===== config.mk =====
export PLATFORM = sky130hd
export DESIGN_NAME = rename_dispatch_nway
export DESIGN_NICKNAME = d
export VERILOG_FILES = /design/src/rtl/rename_dispatch_nway.sv
export SDC_FILE = /design/constraint.sdc
export NUM_CORES = 1
export LEC_CHECK = 0
export ABC_AREA = 1
export BUFFER_PORTS_ARGS = -buffer_cell sky130_fd_sc_hd__buf_2
export CORE_AREA = 2 2 167 169
export DETAILED_ROUTE_END_ITERATION = 7
export DIE_AREA = 0 0 169 171
export MAX_ROUTING_LAYER = met4
export PLACE_DENSITY = 0.5
export SLEW_MARGIN = 20
export SYNTH_ARGS = -nofsm -noshare
export SYNTH_HDL_FRONTEND = slang
export SYNTH_SLANG_ARGS = --single-unit

===== constraint.sdc =====
create_clock -name clk -period 4.4 [get_ports clk]
set_input_delay 0.22 -clock clk [delete_from_list [all_inputs] [get_ports clk]]
set_output_delay 0.22 -clock clk [all_outputs]
set_load 0.005 [all_outputs]

===== src/rtl/rename_dispatch_nway.sv =====
// rename_dispatch_nway: N-wide in-order rename/dispatch with intra-group RAW/WAW resolution.
// Optional stall/dispatch counters are compiled in with RENAME_DISPATCH_STATS_EN.
module rename_dispatch_nway #(
   parameter int DISPATCH_WIDTH = 2,
   parameter int ARCH_REG_BITS  = 5,
   parameter int PHYS_REG_BITS  = 6,
   parameter int ROB_ADDR_WIDTH = 5,
   parameter int CNT_BITS       = 3
) (
   input  logic                                      clk,
   input  logic                                      rst,
   input  logic                                      flush,
   input  logic [DISPATCH_WIDTH-1:0]                 iq_valid,
   input  logic [32*DISPATCH_WIDTH-1:0]              iq_inst,
   input  logic [32*DISPATCH_WIDTH-1:0]              iq_pc,
   output logic [CNT_BITS-1:0]                       iq_deq_cnt,
   input  logic [PHYS_REG_BITS*DISPATCH_WIDTH-1:0]   fl_preg,
   input  logic [CNT_BITS-1:0]                       fl_count,
   output logic [CNT_BITS-1:0]                       fl_deq_cnt,
   input  logic [CNT_BITS-1:0]                       rob_free_cnt,
   input  logic [ROB_ADDR_WIDTH-1:0]                 rob_tail,
   input  logic [5*CNT_BITS-1:0]                     rs_free_cnt,
   output logic [ARCH_REG_BITS*DISPATCH_WIDTH-1:0]   rat_rs1,
   output logic [ARCH_REG_BITS*DISPATCH_WIDTH-1:0]   rat_rs2,
   input  logic [PHYS_REG_BITS*DISPATCH_WIDTH-1:0]   rat_ps1,
   input  logic [PHYS_REG_BITS*DISPATCH_WIDTH-1:0]   rat_ps2,
   input  logic [DISPATCH_WIDTH-1:0]                 rat_ps1_valid,
   input  logic [DISPATCH_WIDTH-1:0]                 rat_ps2_valid,
   output logic [DISPATCH_WIDTH-1:0]                 rat_we,
   output logic [ARCH_REG_BITS*DISPATCH_WIDTH-1:0]   rat_rd,
   output logic [PHYS_REG_BITS*DISPATCH_WIDTH-1:0]   rat_pd,
   output logic [DISPATCH_WIDTH-1:0]                 disp_valid,
   output logic [32*DISPATCH_WIDTH-1:0]              disp_inst,
   output logic [32*DISPATCH_WIDTH-1:0]              disp_pc,
   output logic [PHYS_REG_BITS*DISPATCH_WIDTH-1:0]   disp_pd,
   output logic [PHYS_REG_BITS*DISPATCH_WIDTH-1:0]   disp_ps1,
   output logic [PHYS_REG_BITS*DISPATCH_WIDTH-1:0]   disp_ps2,
   output logic [DISPATCH_WIDTH-1:0]                 disp_ps1_valid,
   output logic [DISPATCH_WIDTH-1:0]                 disp_ps2_valid,
   output logic [ROB_ADDR_WIDTH*DISPATCH_WIDTH-1:0]  disp_rob_idx,
   output logic [3*DISPATCH_WIDTH-1:0]               disp_rs_class
`ifdef RENAME_DISPATCH_STATS_EN
   ,
   output logic [31:0]                               stall_fl,
   output logic [31:0]                               stall_rob,
   output logic [31:0]                               stall_rs,
   output logic [31:0]                               dispatched
`endif
);
   localparam int W = DISPATCH_WIDTH;
   localparam int A = ARCH_REG_BITS;
   localparam int P = PHYS_REG_BITS;
   localparam int R = ROB_ADDR_WIDTH;
   localparam int C = CNT_BITS;

   typedef struct packed {
      logic [31:0]  inst;
      logic [31:0]  pc;
      logic [P-1:0] pd;
      logic [P-1:0] ps1;
      logic [P-1:0] ps2;
      logic         v1;
      logic         v2;
      logic [R-1:0] rob;
      logic [2:0]   cls;
   } pkt_t;

   function automatic logic [2:0] cls_of(input logic [31:0] i);
      return (i[6:0] == 7'b0110011 && i[31:25] == 7'b0000001) ? (i[14] ? 3'd2 : 3'd1) :
             (i[6:0] == 7'b1101111 || i[6:0] == 7'b1100111 || i[6:0] == 7'b1100011) ? 3'd3 :
             (i[6:0] == 7'b0000011 || i[6:0] == 7'b0100011) ? 3'd4 : 3'd0;
   endfunction

   logic [31:0]  inst [W];
   logic [A-1:0] rd [W], rs1 [W], rs2 [W];
   logic [2:0]   cls [W];
   logic [P-1:0] flp [W], rp1 [W], rp2 [W], pd [W], ps1 [W], ps2 [W];
   logic [C-1:0] rsf [5];
   logic [W-1:0] need, acc, we, v1, v2, vld_q;
   logic [C-1:0] n_acc, n_dst;
   logic [C-1:0] n_cls [5];
   logic         ok, kill;
   pkt_t         pkt_d [W], pkt_q [W];

   assign kill = flush | rst;

   for (genvar c = 0; c < 5; c++) begin : g_rs
      assign rsf[c] = rs_free_cnt[C*c +: C];
   end

   for (genvar k = 0; k < W; k++) begin : g_lane
      assign inst[k] = iq_inst[32*k +: 32];
      assign rd[k]   = A'(inst[k][11:7]);
      assign rs1[k]  = A'(inst[k][19:15]);
      assign rs2[k]  = A'(inst[k][24:20]);
      assign cls[k]  = cls_of(inst[k]);
      assign need[k] = rd[k] != '0 && inst[k][6:0] != 7'b1100011 && inst[k][6:0] != 7'b0100011;
      assign flp[k]  = fl_preg[P*k +: P];
      assign rp1[k]  = rat_ps1[P*k +: P];
      assign rp2[k]  = rat_ps2[P*k +: P];
      assign rat_rs1[A*k +: A] = kill ? '0 : rs1[k];
      assign rat_rs2[A*k +: A] = kill ? '0 : rs2[k];
      assign rat_rd[A*k +: A]  = we[k] ? rd[k] : '0;
      assign rat_pd[P*k +: P]  = we[k] ? pd[k] : '0;
      assign pkt_d[k] = '{inst: inst[k], pc: iq_pc[32*k +: 32], pd: pd[k], ps1: ps1[k], ps2: ps2[k],
                          v1: v1[k], v2: v2[k], rob: rob_tail + R'(k), cls: cls[k]};
      assign disp_inst[32*k +: 32]  = pkt_q[k].inst;
      assign disp_pc[32*k +: 32]    = pkt_q[k].pc;
      assign disp_pd[P*k +: P]      = pkt_q[k].pd;
      assign disp_ps1[P*k +: P]     = pkt_q[k].ps1;
      assign disp_ps2[P*k +: P]     = pkt_q[k].ps2;
      assign disp_ps1_valid[k]      = pkt_q[k].v1;
      assign disp_ps2_valid[k]      = pkt_q[k].v2;
      assign disp_rob_idx[R*k +: R] = pkt_q[k].rob;
      assign disp_rs_class[3*k +: 3] = pkt_q[k].cls;
   end

   // In-order acceptance: each lane must fit into the resources left after all earlier lanes.
   always_comb begin
      acc = '0;
      pd = '{default: '0};
      n_acc = '0;
      n_dst = '0;
      n_cls = '{default: '0};
      ok = !kill;
      for (int k = 0; k < W; k++) begin
         ok = ok && iq_valid[k] && ({1'b0, n_dst} + (C+1)'(need[k])) <= {1'b0, fl_count} &&
              ({1'b0, n_acc} + 1'b1) <= {1'b0, rob_free_cnt} &&
              ({1'b0, n_cls[cls[k]]} + 1'b1) <= {1'b0, rsf[cls[k]]};
         acc[k] = ok;
         for (int j = 0; j < W; j++)
            if (ok && need[k] && n_dst == C'(j)) pd[k] = flp[j];
         if (ok) begin
            n_acc = n_acc + 1'b1;
            n_dst = n_dst + C'(need[k]);
            n_cls[cls[k]] = n_cls[cls[k]] + 1'b1;
         end
      end
   end

   always_comb begin
      for (int k = 0; k < W; k++) begin
         ps1[k] = rs1[k] == '0 ? '0 : rp1[k];
         ps2[k] = rs2[k] == '0 ? '0 : rp2[k];
         v1[k] = rs1[k] == '0 || rat_ps1_valid[k];
         v2[k] = rs2[k] == '0 || rat_ps2_valid[k];
         we[k] = acc[k] && need[k];
         for (int j = 0; j < W; j++) begin
            if (j < k && acc[j] && need[j] && rs1[k] != '0 && rd[j] == rs1[k]) begin
               ps1[k] = pd[j];
               v1[k] = 1'b0;
            end
            if (j < k && acc[j] && need[j] && rs2[k] != '0 && rd[j] == rs2[k]) begin
               ps2[k] = pd[j];
               v2[k] = 1'b0;
            end
            if (j > k && acc[j] && need[j] && rd[j] == rd[k]) we[k] = 1'b0;
         end
      end
   end

   assign iq_deq_cnt = n_acc;
   assign fl_deq_cnt = n_dst;
   assign rat_we     = we;
   assign disp_valid = vld_q;

   always_ff @(posedge clk) begin
      if (rst) begin
         vld_q <= '0;
         pkt_q <= '{default: '0};
      end else begin
         vld_q <= acc;
         pkt_q <= pkt_d;
      end
   end

`ifdef RENAME_DISPATCH_STATS_EN
   logic [31:0] sfl_q, srob_q, srs_q, disp_q;
   logic        f0, r0, s0, st0;
   assign f0  = need[0] && fl_count == '0;
   assign r0  = rob_free_cnt == '0;
   assign s0  = rsf[cls[0]] == '0;
   assign st0 = iq_valid[0] && !acc[0];
   always_ff @(posedge clk) begin
      if (rst) begin
         sfl_q  <= '0;
         srob_q <= '0;
         srs_q  <= '0;
         disp_q <= '0;
      end else begin
         sfl_q  <= sfl_q + 32'(st0 && f0);
         srob_q <= srob_q + 32'(st0 && !f0 && r0);
         srs_q  <= srs_q + 32'(st0 && !f0 && !r0 && s0);
         disp_q <= disp_q + 32'(iq_deq_cnt);
      end
   end
   assign stall_fl   = sfl_q;
   assign stall_rob  = srob_q;
   assign stall_rs   = srs_q;
   assign dispatched = disp_q;
`endif
endmodule


After elaboration in Yosys (flattened, before gate mapping)
Memories as Yosys holds them, arrays and structs flattened.
Cells that the tools add are included.
{"block": "word_totals", "in_bits": 199, "output_inout_bits": 236, "rom_bits": 24, "mem_count": 1, "reg_bits": 186, "word_cells": 153}
{"block": "op_classes", "n_addsub": 8, "n_mux": 42, "eq_ne": 22, "bitwise": 4, "magnitude_cmp": 9, "reduce_logical": 48}
{"name": "(name not given)", "depth": 8, "word_bits": 3, "read_ports": 1, "rd_ports_with_merged_regs": 0, "write_ports": 0, "line_no": "136", "text": "n_cls[cls[k]] = n_cls[cls[k]] + 1'b1;"}
{"operator": "6-bit two-way mux", "n": 9}
{"operator": "3-bit two-way mux", "n": 17}
{"operator": "7-bit == test (second input constant)", "n": 6}
{"operator": "5-bit two-way mux", "n": 6}
{"operator": "7-bit by 6-bit == test with 1-bit output (second input constant)", "n": 4}
{"operator": "3-bit binary-select mux with 3-bit select", "n": 3}
{"operator": "1-bit logical AND", "n": 24}
{"operator": "5-bit logical NOT", "n": 4}
{"operator": "5-bit nonzero test", "n": 4}
{"operator": "4-bit by 3-bit less-or-equal comparator with 1-bit output", "n": 4}
{"operator": "15-bit AND", "n": 1}
{"operator": "5-bit == test", "n": 3}
{"operator": "15-bit two-way mux", "n": 1}
{"operator": "7-bit by 1-bit == test with 1-bit output (second input constant)", "n": 2}
{"operator": "7-bit by 2-bit == test with 1-bit output (second input constant)", "n": 2}
{"operator": "7-bit by 6-bit inequality test with 1-bit output (second input constant)", "n": 2}
{"operator": "7-bit inequality test (second input constant)", "n": 2}
{"operator": "3-bit by 1-bit adder with 4-bit output (second input constant)", "n": 3}
{"operator": "1-bit logical OR", "n": 10}
{"operator": "3-bit demux with 3-bit select", "n": 1}
{"operator": "4-bit >= comparator (second input constant)", "n": 2}
{"operator": "3-bit inverter with 4-bit output", "n": 2}
{"operator": "2-bit OR reduction", "n": 4}
{"operator": "3-bit by 1-bit adder with 3-bit output (second input constant)", "n": 2}
{"operator": "other kinds (12)", "n": 15}

Depth between registers and ports, before layout
{"block": "depth", "word_depth": 24, "mapped_depth": 26, "mapped_depth_nobuf": 26}

Worst setup path after synthesis
No wires, ideal clock.
{"block": "synth_path", "path_type": "input -> output", "from": "in iq_inst[1]", "to": "out rat_pd[10]", "required_ns": 4.180, "n_path_buf": 0, "path_slack_ns": 0.978, "arrival_ns": 3.202, "stages": 21, "path_cell_list": "nand2_1 inv_1 nand2_1 o21ai_0 ha_1 nor4_1 nand3b_1 a31oi_1 nand3_1 inv_2 ha_1 inv_1 ha_1 inv_1 a21oi_1 a211oi_1 nor3b_1 nand2_2 nor3_4 nand3_1 nand2_1"}
{"block": "synth_via", "elab_chain_len": 24, "word_cells_on_any_way": 61, "classes_between": "add/sub (5); order compare (7); eq/ne (9); mux (19); bitwise (2); reduce/logical (18); memory (1)"}
{"item": "start: declaration", "line_no": "14", "text": "input logic [32*DISPATCH_WIDTH-1:0] iq_inst,"}
{"item": "7-bit by 2-bit == test with 1-bit output (tied with other cells)", "line_no": "71", "text": "(i[6:0] == 7'b0000011 || i[6:0] == 7'b0100011) ? 3'd4 : 3'd0;"}
{"item": "1-bit logical OR, on equally long branches", "line_no": "71, 70"}
{"item": "3-bit two-way mux or 1-bit logical OR (tied branches)", "line_no": "71, 70"}
{"item": "3-bit two-way mux", "line_no": "70", "text": "(i[6:0] == 7'b1101111 || i[6:0] == 7'b1100111 || i[6:0] == 7'b1100011) ? 3'd3 :"}
{"item": "3-bit two-way mux", "line_no": "69", "text": "return (i[6:0] == 7'b0110011 && i[31:25] == 7'b0000001) ? (i[14] ? 3'd2 : 3'd1) :"}
{"item": "3-bit inverter with 4-bit output (implied by the code)", "line_no": "129, 136"}
{"item": "memory 8 x 3 bit"}
{"item": "3-bit two-way mux (implied by the code) (2 in a row)", "line_no": "136"}
{"item": "[... 7 more ...]"}
{"item": "3-bit by 1-bit adder with 4-bit output", "line_no": "129", "text": "({1'b0, n_cls[cls[k]]} + 1'b1) <= {1'b0, rsf[cls[k]]};"}
{"item": "4-bit by 3-bit less-or-equal comparator with 1-bit output (implied by the code)", "line_no": "129"}
{"item": "1-bit logical AND (*)", "line_no": "128", "text": "({1'b0, n_acc} + 1'b1) <= {1'b0, rob_free_cnt} &&"}
{"item": "1-bit logical AND (*)", "line_no": "147", "text": "we[k] = acc[k] && need[k];"}
{"item": "via rat_we[1]", "line_no": "29", "text": "output logic [DISPATCH_WIDTH-1:0] rat_we,"}
{"item": "1-bit logical AND", "line_no": "132", "text": "if (ok && need[k] && n_dst == C'(j)) pd[k] = flp[j];"}
{"item": "6-bit two-way mux (2 in a row)", "line_no": "132"}
{"item": "6-bit two-way mux (*)", "line_no": "104", "text": "assign rat_pd[P*k +: P] = we[k] ? pd[k] : '0;"}
{"item": "end: declaration", "line_no": "31", "text": "output logic [PHYS_REG_BITS*DISPATCH_WIDTH-1:0] rat_pd,"}
The timed path passes the listed nets; every way through them passes the cells marked *. The select of a mux whose other input is x is not followed.

Worst setup path in the final report
{"block": "layout_path", "from": "in iq_inst[34]", "to": "out rat_rd[8]"}
{"block": "layout_via", "elab_chain_len": 14, "word_cells_on_any_way": 33, "classes_between": "add/sub (2); order compare (2); eq/ne (8); mux (10); bitwise (1); reduce/logical (10)"}
{"item": "7-bit by 2-bit == test with 1-bit output (tied with other cells)", "line_no": "71"}
{"item": "1-bit logical OR, on equally long branches", "line_no": "71, 70"}
{"item": "3-bit two-way mux or 1-bit logical OR (tied branches)", "line_no": "71, 70"}
{"item": "3-bit two-way mux", "line_no": "70"}
{"item": "3-bit two-way mux", "line_no": "69"}
{"item": "3-bit inverter with 4-bit output"}
{"item": "3-bit binary-select mux with 3-bit select"}
{"item": "3-bit two-way mux (2 in a row)"}
{"item": "3-bit by 1-bit adder with 4-bit output", "line_no": "129"}
{"item": "4-bit by 3-bit less-or-equal comparator with 1-bit output (implied by the code)", "line_no": "129"}
{"item": "1-bit logical AND", "line_no": "128"}
{"item": "1-bit logical AND (*)", "line_no": "147"}
{"item": "5-bit two-way mux (*)", "line_no": "103", "text": "assign rat_rd[A*k +: A] = we[k] ? rd[k] : '0;"}
{"item": "end: declaration", "line_no": "30", "text": "output logic [ARCH_REG_BITS*DISPATCH_WIDTH-1:0] rat_rd,"}
Every way passes the cells marked *; elsewhere a longest branch is shown, timed or not. The select of a mux whose other input is x is not followed.

==> summary.txt <==
result of the run: complete, no violations
dpl cells: 1634
DIE AREA: 28900 um^2
Synth warnings: 0
largest net degree at the start of global routing: 79
Yosys cell types: 37
critical path's top delay family: simple AND/OR/NAND/NOR gates
WP depth: 21
post-layout min period: 4.025 ns
Post-Syn Instances: 868
power per cell area: 354.9 nW/um^2
via count: 7186
WL per Instance: 14.98 um
DR iter-0 viols: 361
Max Cap Violations: 0
average cell area after synthesis: 7.739 um^2
Synth top area share: 0.5543
die height: 171 um
slew margin rel.: 0.4320
sequential share of the synthesized area: 0.5543
Placed Instance Area: 9295 um^2
total CTS buffers: 17
row cnt: 61
Worst Max-Slew Pin Slew: 0.8520 ns
CP max stage cell: dlygate4sd3_1
cell mode on critical path: nand2_1
hold path cells: 3
ant diodes: 0
Arr. time, crit path: 3.81 ns
DP Wirelength: 20540 um
antenna violations before repair: 1
cell chain of the critical path: dlygate4sd3_1, buf_2, nor2_1, nand2_1, nor2_1, nand2_1, nand2_1, nand2_2, inv_1, a21boi_0, a221oi_1, a21oi_1, ha_1, a21oi_1, a221oi_1, nand2_1, nand2_2, nor3_4, inv_2, nor2_1, buf_2
final hold violation count: 0
Setup WS post-layout: 0.3750 ns
Critical Path Source: iq_inst[34]
via/cell ratio: 4.090
CTS clk-pin slew, worst paths: 0.08 ns
io pins: 435
Critical Path RT: 4.18 ns
Slew Limit Fails: 0
final hold slack: 0.02281 ns
FMAX: 0.2484 GHz
worst setup path endpoint: rat_rd[8]
root buffer cell: clkbuf_16
core box area: 27320 um^2
Finished Layout Cells: 1757
LEAKAGE: 6.295 nW
TritonCTS clock tree: yes
WL final: 26330 um
number of global-route vias before repair: 6969
Util after Layout: 0.3955
unrepaired setup endpoints after global routing: false
nets: 1607
peak supply drop: 193.6 uV
HP Class: primary input to register
gpl congestion: 0.8639
post-synth top area cell: dfxtp_1
Post-Syn Area: 6718 um^2
Max Buffers Root-to-Sink: 2
DR pass1 iterations: 4
Place WS: 0.1350 ns
residual DRC count: 0
first-pass GRT wire length: 38560 um
fraction of layout cells with a size suffix above 1: 0.3536
Synth area leaders: dfxtp_1 (55%), nor2_1 (13%), inv_1 (11%)
largest incremental delay on the critical path: 0.53 ns
clock sinks: 186
setup violators final: 0
Bufs and invs on worst path: 5
# port buffers: 432
Power Total: 3.835 mW
Final Cycle Share: 0.9148
kind of critical path: primary input to output port
FF+latch count, synth: 186
die span in x: 169 um
Total Routing Usage GR: 0.1813
Layout area overhead: 60.87%
post-route ant nets: 0
worst-path maximum fanout: 8
Finished Cell Area: 10810 um^2
grt ovf: 0
Initial Util: 0.2459
crit path capture type: output port
H-tree depth: 4
setup total negative slack: 0 ns
CP Launch Type: primary input
flip-flops by register name (all words and copies together) (netlist names):
register        count
disp_inst          64
disp_pc            64
disp_pd            12
disp_ps1           12
disp_ps1_valid      2
disp_ps2           12
disp_ps2_valid      2
disp_rob_idx       10
disp_rs_class       6
disp_valid          2
cells in the final DEF (no fill, tap or decap), types with 2 or more instances in the layout:
cell type and n:
a211oi_1 2, a21oi_1 20, a221oi_1 2, buf_2 431, buf_4 12, clkbuf_16 17
clkinv_1 2, clkinv_4 2, clkinv_8 3, clkinvlp_4 2, conb_1 2, dfxtp_1 186
dlygate4sd3_1 90, ha_1 10, inv_1 189, inv_2 6, inv_6 3, inv_8 4
nand2_1 85, nand2_2 6, nand3_1 34, nand3_2 2, nand4_1 17, nor2_1 223
nor2_2 4, nor3_1 7, nor3b_1 2, nor4_1 5, o211ai_1 3, o21ai_0 14
o22ai_1 2, or2_2 2, xnor2_1 7, xor2_1 4
kinds of logic after synthesis:
| family | share of synthesized area |
|---|---|
| simple gates | 0.2457 |
| buf+inv | 0.1248 |
| flops | 0.5543 |
| compound gates | 0.04172 |
| xor+xnor | 0.01434 |
| fa+ha+maj | 0.01863 |
| other cells | 0.0005582 |
synth_stat cells (all sizes together):
cell and instances:
nor2 228, conb 1, nor3b 2, clkinv 2
or2 2, nor4 5, a221oi 2, o22ai 2
buf 7, a31oi 1, o21ai 16, inv 195
xnor2 7, xor2 4, nor3 8, nand3 36
ha 10, nand2 92, a211oi 2, clkbuf 16
o211ai 3, nand3b 1, nand4 17, a21boi 1
a21oi 20, a32o 1, dfxtp 186, o2111ai 1
power by group:
part	internal [mW]	switching [mW]
Combinational	0.246	0.260
Clock	0.768	0.774
Sequential	1.77	0.0196
per-layer routing:
layer  part of all wire  vias up  routed length, um  global-route usage
li1                   -     3645                  -                   -
met1               0.44     3217              11470              0.2175
met2               0.48      294              12660              0.3020
met3              0.062       30               1641             0.03863
met4              0.021        0                554             0.06392
met5                  0        -                  0                   -
repair_timing:
action	4_1_cts	5_1_grt
endpoints found under the hold margin	88	2
setup endpoints to repair	0	24
resized for setup	0	5
setup buffers	0	1
hold buffers	88	2
cell type report:
| cell class | instances | area, um^2 |
|---|---|---|
| fillers | 2889 | 16520 |
| multi-input cells | 463 | 2168 |
| clock inverters | 15 | 168.9 |
| clock buffers | 17 | 425.4 |
| repair buffers | 533 | 3148 |
| well taps | 346 | 432.9 |
| inverters | 197 | 739.5 |
| flip-flops and latches | 186 | 3724 |
worst min path at each step:
stage           startpoint         endpoint  slack (ns)
2_1_floorplan  rob_tail[0]  disp_rob_idx[5]        0.29
3_3_place_gp     iq_pc[33]      disp_pc[33]        0.42
3_5_place_dp     iq_pc[49]      disp_pc[49]        0.43
4_1_cts        iq_inst[27]    disp_inst[27]     0.00009
5_1_grt        iq_inst[29]    disp_inst[29]      0.0001
6_report       iq_inst[57]    disp_inst[57]        0.02
No activity file was read; power rests on OpenSTA's default activity.
